<file path="config.mk">
export PLATFORM = sky130hd
export DESIGN_NAME = frame_packer
export DESIGN_NICKNAME = d
export VERILOG_FILES = /design/src/rtl/frame_packer.sv
export SDC_FILE = /design/constraint.sdc
export NUM_CORES = 2
export LEC_CHECK = 0
export ABC_AREA = 1
export BUFFER_PORTS_ARGS = -buffer_cell sky130_fd_sc_hd__buf_2
export CAP_MARGIN = 20
export CORE_AREA = 2 2 559 561
export CTS_BUF_LIST = sky130_fd_sc_hd__clkbuf_4
export CTS_CLUSTER_SIZE = 25
export DETAILED_ROUTE_END_ITERATION = 12
export DIE_AREA = 0 0 561 563
export HOLD_SLACK_MARGIN = 0.15
export PLACE_DENSITY = 0.48
export SLEW_MARGIN = 0
export SYNTH_ARGS = -nofsm -noshare
export SYNTH_HDL_FRONTEND = slang
export SYNTH_SLANG_ARGS = --single-unit
</file>
<file path="constraint.sdc">
create_clock -name clk -period 9.7 [get_ports clk]
set_input_delay 0.97 -clock clk [delete_from_list [all_inputs] [get_ports clk]]
set_output_delay 0.97 -clock clk [all_outputs]
set_load 0.02 [all_outputs]
</file>
<file path="src/rtl/frame_packer.sv">
// Purpose : packs a stream of I_BW-bit samples into LANES-wide words, with group index, lane count and last flag.
// Latency : a word is on data_o one cycle after its final sample transfers, provided the output register is free.
// Backpressure: one completed word can wait in the assembly buffer; while it waits di_rdy is low until the output register drains.
//
// Ports:
//   clk, rst                  - rising-edge clock, asynchronous active-low reset
//   di_en / di_rdy / data_i   - sample valid / ready / signed sample
//   di_last                   - final sample of a sequence; it closes the current word early
//   do_en / do_ready / data_o - packed word valid / ready / data (lane k at [I_BW*k +: I_BW])
//   out_group_num             - word index within the sequence
//   out_count                 - number of valid lanes in data_o
//   out_last                  - the word holds the di_last sample
module frame_packer #(
    parameter int I_BW       = 14,
    parameter int LANES      = 64,
    parameter int NUM_GROUPS = 89
) (
    input  logic                    clk,
    input  logic                    rst,
    input  logic                    di_en,
    output logic                    di_rdy,
    input  logic signed [I_BW-1:0]  data_i,
    input  logic                    di_last,
    output logic                    do_en,
    input  logic                    do_ready,
    output logic [I_BW*LANES-1:0]   data_o,
    output logic [6:0]              out_group_num,
    output logic [6:0]              out_count,
    output logic                    out_last
);

    localparam int PW = $clog2(LANES);
    localparam int WW = I_BW * LANES;

    // assembly side
    logic [PW-1:0] r_ptr;
    logic [WW-1:0] r_asm;        // lanes not yet written are always zero
    logic          r_full;       // r_asm holds a completed word waiting for the output register
    logic [6:0]    r_hold_cnt;
    logic          r_hold_last;
    logic          r_di_rdy;

    // output side
    logic          r_do_en;
    logic [WW-1:0] r_data_o;
    logic [6:0]    r_cnt;
    logic [6:0]    r_grp;
    logic          r_last;
    logic [6:0]    r_next_grp;   // group number the next loaded word will carry

    logic          w_xfer;
    logic          w_complete;
    logic          w_out_free;
    logic          w_load;
    logic          w_full_nxt;
    logic [WW-1:0] w_word;
    logic [6:0]    w_cnt;
    logic [WW-1:0] w_ld_word;
    logic [6:0]    w_ld_cnt;
    logic          w_ld_last;
    logic [6:0]    w_grp_inc;

    assign w_xfer     = di_en & r_di_rdy;
    assign w_complete = w_xfer & ((r_ptr == PW'(LANES - 1)) | di_last);
    // output register can take a word this edge: empty, or being accepted now
    assign w_out_free = ~r_do_en | do_ready;
    // a held word always has priority; while held, di_rdy is low so no new completion can collide
    assign w_load     = w_out_free & (r_full | w_complete);
    assign w_full_nxt = r_full ? ~w_out_free : (w_complete & ~w_out_free);

    // current buffer with the incoming sample dropped into its lane
    always_comb begin
        w_word = r_asm;
        w_word[I_BW*r_ptr +: I_BW] = data_i;
    end

    assign w_cnt     = 7'(r_ptr) + 7'd1;
    assign w_ld_word = r_full ? r_asm       : w_word;
    assign w_ld_cnt  = r_full ? r_hold_cnt  : w_cnt;
    assign w_ld_last = r_full ? r_hold_last : di_last;
    assign w_grp_inc = (r_next_grp == 7'(NUM_GROUPS - 1)) ? 7'd0 : r_next_grp + 7'd1;

    always_ff @(posedge clk or negedge rst) begin
        if (!rst) begin
            r_ptr       <= '0;
            r_asm       <= '0;
            r_full      <= 1'b0;
            r_hold_cnt  <= '0;
            r_hold_last <= 1'b0;
            r_di_rdy    <= 1'b0;
            r_do_en     <= 1'b0;
            r_data_o    <= '0;
            r_cnt       <= '0;
            r_grp       <= '0;
            r_last      <= 1'b0;
            r_next_grp  <= '0;
        end else begin
            r_full   <= w_full_nxt;
            r_di_rdy <= ~w_full_nxt;

            // assembly buffer
            if (r_full) begin
                if (w_out_free) begin
                    r_asm <= '0;
                end
            end else if (w_xfer) begin
                if (w_complete) begin
                    r_ptr <= '0;
                    if (w_out_free) begin
                        r_asm <= '0;
                    end else begin
                        r_asm       <= w_word;
                        r_hold_cnt  <= w_cnt;
                        r_hold_last <= di_last;
                    end
                end else begin
                    r_asm <= w_word;
                    r_ptr <= r_ptr + PW'(1);
                end
            end

            // output register
            if (w_load) begin
                r_do_en    <= 1'b1;
                r_data_o   <= w_ld_word;
                r_cnt      <= w_ld_cnt;
                r_last     <= w_ld_last;
                r_grp      <= r_next_grp;
                r_next_grp <= w_ld_last ? 7'd0 : w_grp_inc;
            end else if (do_ready) begin
                r_do_en <= 1'b0;
            end
        end
    end

    assign di_rdy        = r_di_rdy;
    assign do_en         = r_do_en;
    assign data_o        = r_data_o;
    assign out_count     = r_cnt;
    assign out_group_num = r_grp;
    assign out_last      = r_last;

endmodule

</file>
==> results.json <==
{
  "synth_seq_cells": 1831,
  "clock_path_buffers": 4,
  "min_period_ns": 7.50,
  "insertion_delay_ns": 1.62,
  "cts_setup_buffers": 0,
  "place_area_mm2": 0.102,
  "skew_ns": 0.196,
  "maxCapViolCount": 0,
  "grt_pass1_vias": 91217,
  "async_flop_share": 1.00,
  "syn_area_mm2": 0.0927,
  "die_x_um": 561,
  "yosys_warnings": 0,
  "hp-class": "input port to flip-flop",
  "nets": 12985,
  "post-route-period-util": 0.773,
  "overflow": 0,
  "hold_viol_final": 0,
  "syn2layout_area_growth_pct": 17.2,
  "fin_setup_tns_ns": 0,
  "yosysSeqAreaShare": 0.494,
  "wl_um": 547000,
  "drive_gt1_frac": 0.160,
  "worst_setup_path_start_kind": "flip-flop",
  "port_buffers": 931,
  "drtIter0Drc": 11517,
  "final_cell_area_mm2": 0.109,
  "status": "complete, no violations",
  "antenna_left": 0,
  "maxSlewViolCount": 0,
  "numCtsBuffers": 554,
  "dieArea_mm2": 0.316,
  "fmax_mhz": 133,
  "synthCells": 12114,
  "p_leak_nw": 49.5,
  "drc": 0,
  "crit_arrival_ns": 8.92,
  "clock_sinks": 1831,
  "core_mm2": 0.310,
  "cts_hold_buf": 14,
  "cts.reportedPaths.clkPinSlew_ns": 0.06,
  "synth.avg_cell_area_um2": 7.66,
  "synth_edf_count": 0,
  "synth.distinct_cells": 54,
  "row_count": 205,
  "synth_fp_nets": 12154,
  "place_congestion": 1.04,
  "wire_per_inst_um": 31.3,
  "tritoncts": "built",
  "vdd_ir_drop_max_mv": 0.548,
  "cts.htree.levels": 6,
  "ctsResizeCount": 0,
  "path_class": "flip-flop to flip-flop",
  "drtPass1Iterations": 9,
  "netlist.area_leader.share": 0.494,
  "path_max_fanout": 72,
  "power_density_mw_per_mm2": 416,
  "tightest_slew_ns": 1.33,
  "top_level_ports": 932,
  "antenna_found_initial": 66,
  "die_h_um": 563,
  "end_kind": "flip-flop",
  "synth_area_leader_cell": "dfrtp_1",
  "viasPerCell": 5.59,
  "start_util": 0.299,
  "dr_total_vias": 97695,
  "rsz0062_at_grt": "no",
  "yosysMostFrequentCell": "nand2_1",
  "relSlewSlack": 0.105,
  "grt_pass1_wl_um": 747000,
  "synth_top_cells_by_count": "nand2_1 (2,148), a21oi_1 (1,959), dfrtp_1 (1,831)",
  "setup_viol": 0,
  "synth_area_leaders": "dfrtp_1 (49%), a21oi_1 (11%), nand2_1 (8.7%)",
  "grt_usage": 0.334,
  "ys_dominant_reg_cell": "dfrtp_1",
  "place_hpwl_um": 387000,
  "grt_max_degree": 164,
  "required_ns": 11.12,
  "cts_root_buf": "clkbuf_4"
}
-- path summary, 6_finish.rpt --
path	startpoint	to	slack (ns)	cells after the start
max	r_ptr[0]	r_asm[400]	2.20	20
min	data_i[10]	r_asm[10]	0.33	9
max reg2reg	r_ptr[0]	r_asm[400]	2.20	20
min reg2reg	r_asm[356]	data_o[356]	0.45	2
max in group asynchronous	rst	r_asm[47]	7.15	5
min in group asynchronous	rst	r_asm[341]	0.75	4
-- through the flow --
| stage | util | setup slack, ns | hold WS (ns) | std cells | power [mW] |
|---|---|---|---|---|---|
| floorplan | - | 5.39 | 0.447 | 12114 | 22.5 |
| global placement | 0.327 | 2.46 | 0.459 | 16509 | 36.2 |
| detailed placement | 0.327 | 2.37 | 0.462 | 16512 | 36.1 |
| CTS | 0.350 | 2.46 | 0.151 | 17435 | 44.1 |
| global route | 0.350 | 2.00 | 0.335 | 17445 | 46.2 |
| finish | 0.350 | 2.20 | 0.326 | 17472 | 45.2 |
-- cells in the final DEF, fill, tap and decap left out, drive strengths merged --
master       instances
a211oi               1
a21boi               1
a21oi             1962
a22oi                3
a31o                 1
a31oi               13
and2                 2
buf               1153
bufinv              15
clkbuf             767
clkinv             108
clkinvlp             6
dfrtp             1831
diode               34
dlygate4sd3         13
fa                   6
ha                  15
inv                946
nand2             2160
nand3             1341
nand3b               4
nand4              187
nor2              1341
nor3                68
nor4                 4
o2111ai              1
o211ai              67
o21a                 1
o21ai              709
o21bai              96
o22ai              461
o31ai                3
o32ai                1
or2                  2
xnor2                4
xor2                 5
-- registers in the layout, indices dropped and copies added (netlist names), 6 cells and up --
register	count
data_o	896
out_count	7
out_group_num	7
r_asm	896
r_hold_cnt	7
r_next_grp	7
r_ptr	6
-- final cells by class --
type,count,area (um2)
fill,33978,202000
sequential,1831,45800
multi-input combinational,8459,40200
timing repair buffer,1166,6930
clock buffer,767,5760
tap,4140,5180
inverter,933,3550
clock inverter,142,1070
antenna,34,85.1
-- per-layer routing --
| layer | vias up | global-route usage | part of all wire |
|---|---|---|---|
| met1 | 48201 | 0.420 | 0.39 |
| met3 | 1195 | 0.155 | 0.13 |
| met2 | 5435 | 0.454 | 0.40 |
| li1 | 42840 | - | - |
| met5 | - | 0 | 0.00055 |
| met4 | 24 | 0.224 | 0.075 |
-- power breakdown --
part | leakage (nW) | total, mW | internal [mW] | switching [mW]
Combinational | 22.0 | 25.8 | 4.76 | 21.0
Clock | 4.02 | 7.85 | 4.03 | 3.82
Sequential | 23.5 | 11.6 | 9.82 | 1.74
-- logic make-up (layout without fill, tap and decap cells) --
kind of cell             Yosys count  in the layout  synth area share
other                              0             34                 0
flip-flops                      1831           1831             0.494
adder cells (fa/ha/maj)           21             21           0.00332
AND/OR/NAND/NOR                 5109           5109             0.234
XOR/XNOR                           9              9           0.00138
buffers and inverters           1824           3008            0.0756
AO/OA/AOI/OAI                   3320           3320             0.191
-- critical path, cell delays in order (launching register included) --
cell      delay (ns)
dfrtp_1         0.80
fa_1            0.73
ha_1            0.19
inv_1           0.07
fa_1            0.56
nand3_1         0.14
nor2_1          0.14
nand3_1         0.11
nor2_2          0.19
inv_1           0.12
a21oi_1         0.23
ha_4            0.61
inv_8           0.38
nor2_4          0.44
inv_2           0.37
nor2_4          0.25
inv_4           0.26
nor2_1          0.68
o21ai_0         0.63
o211ai_1        0.31
o21ai_1         0.08
No activity file was read; power rests on OpenSTA's default activity.
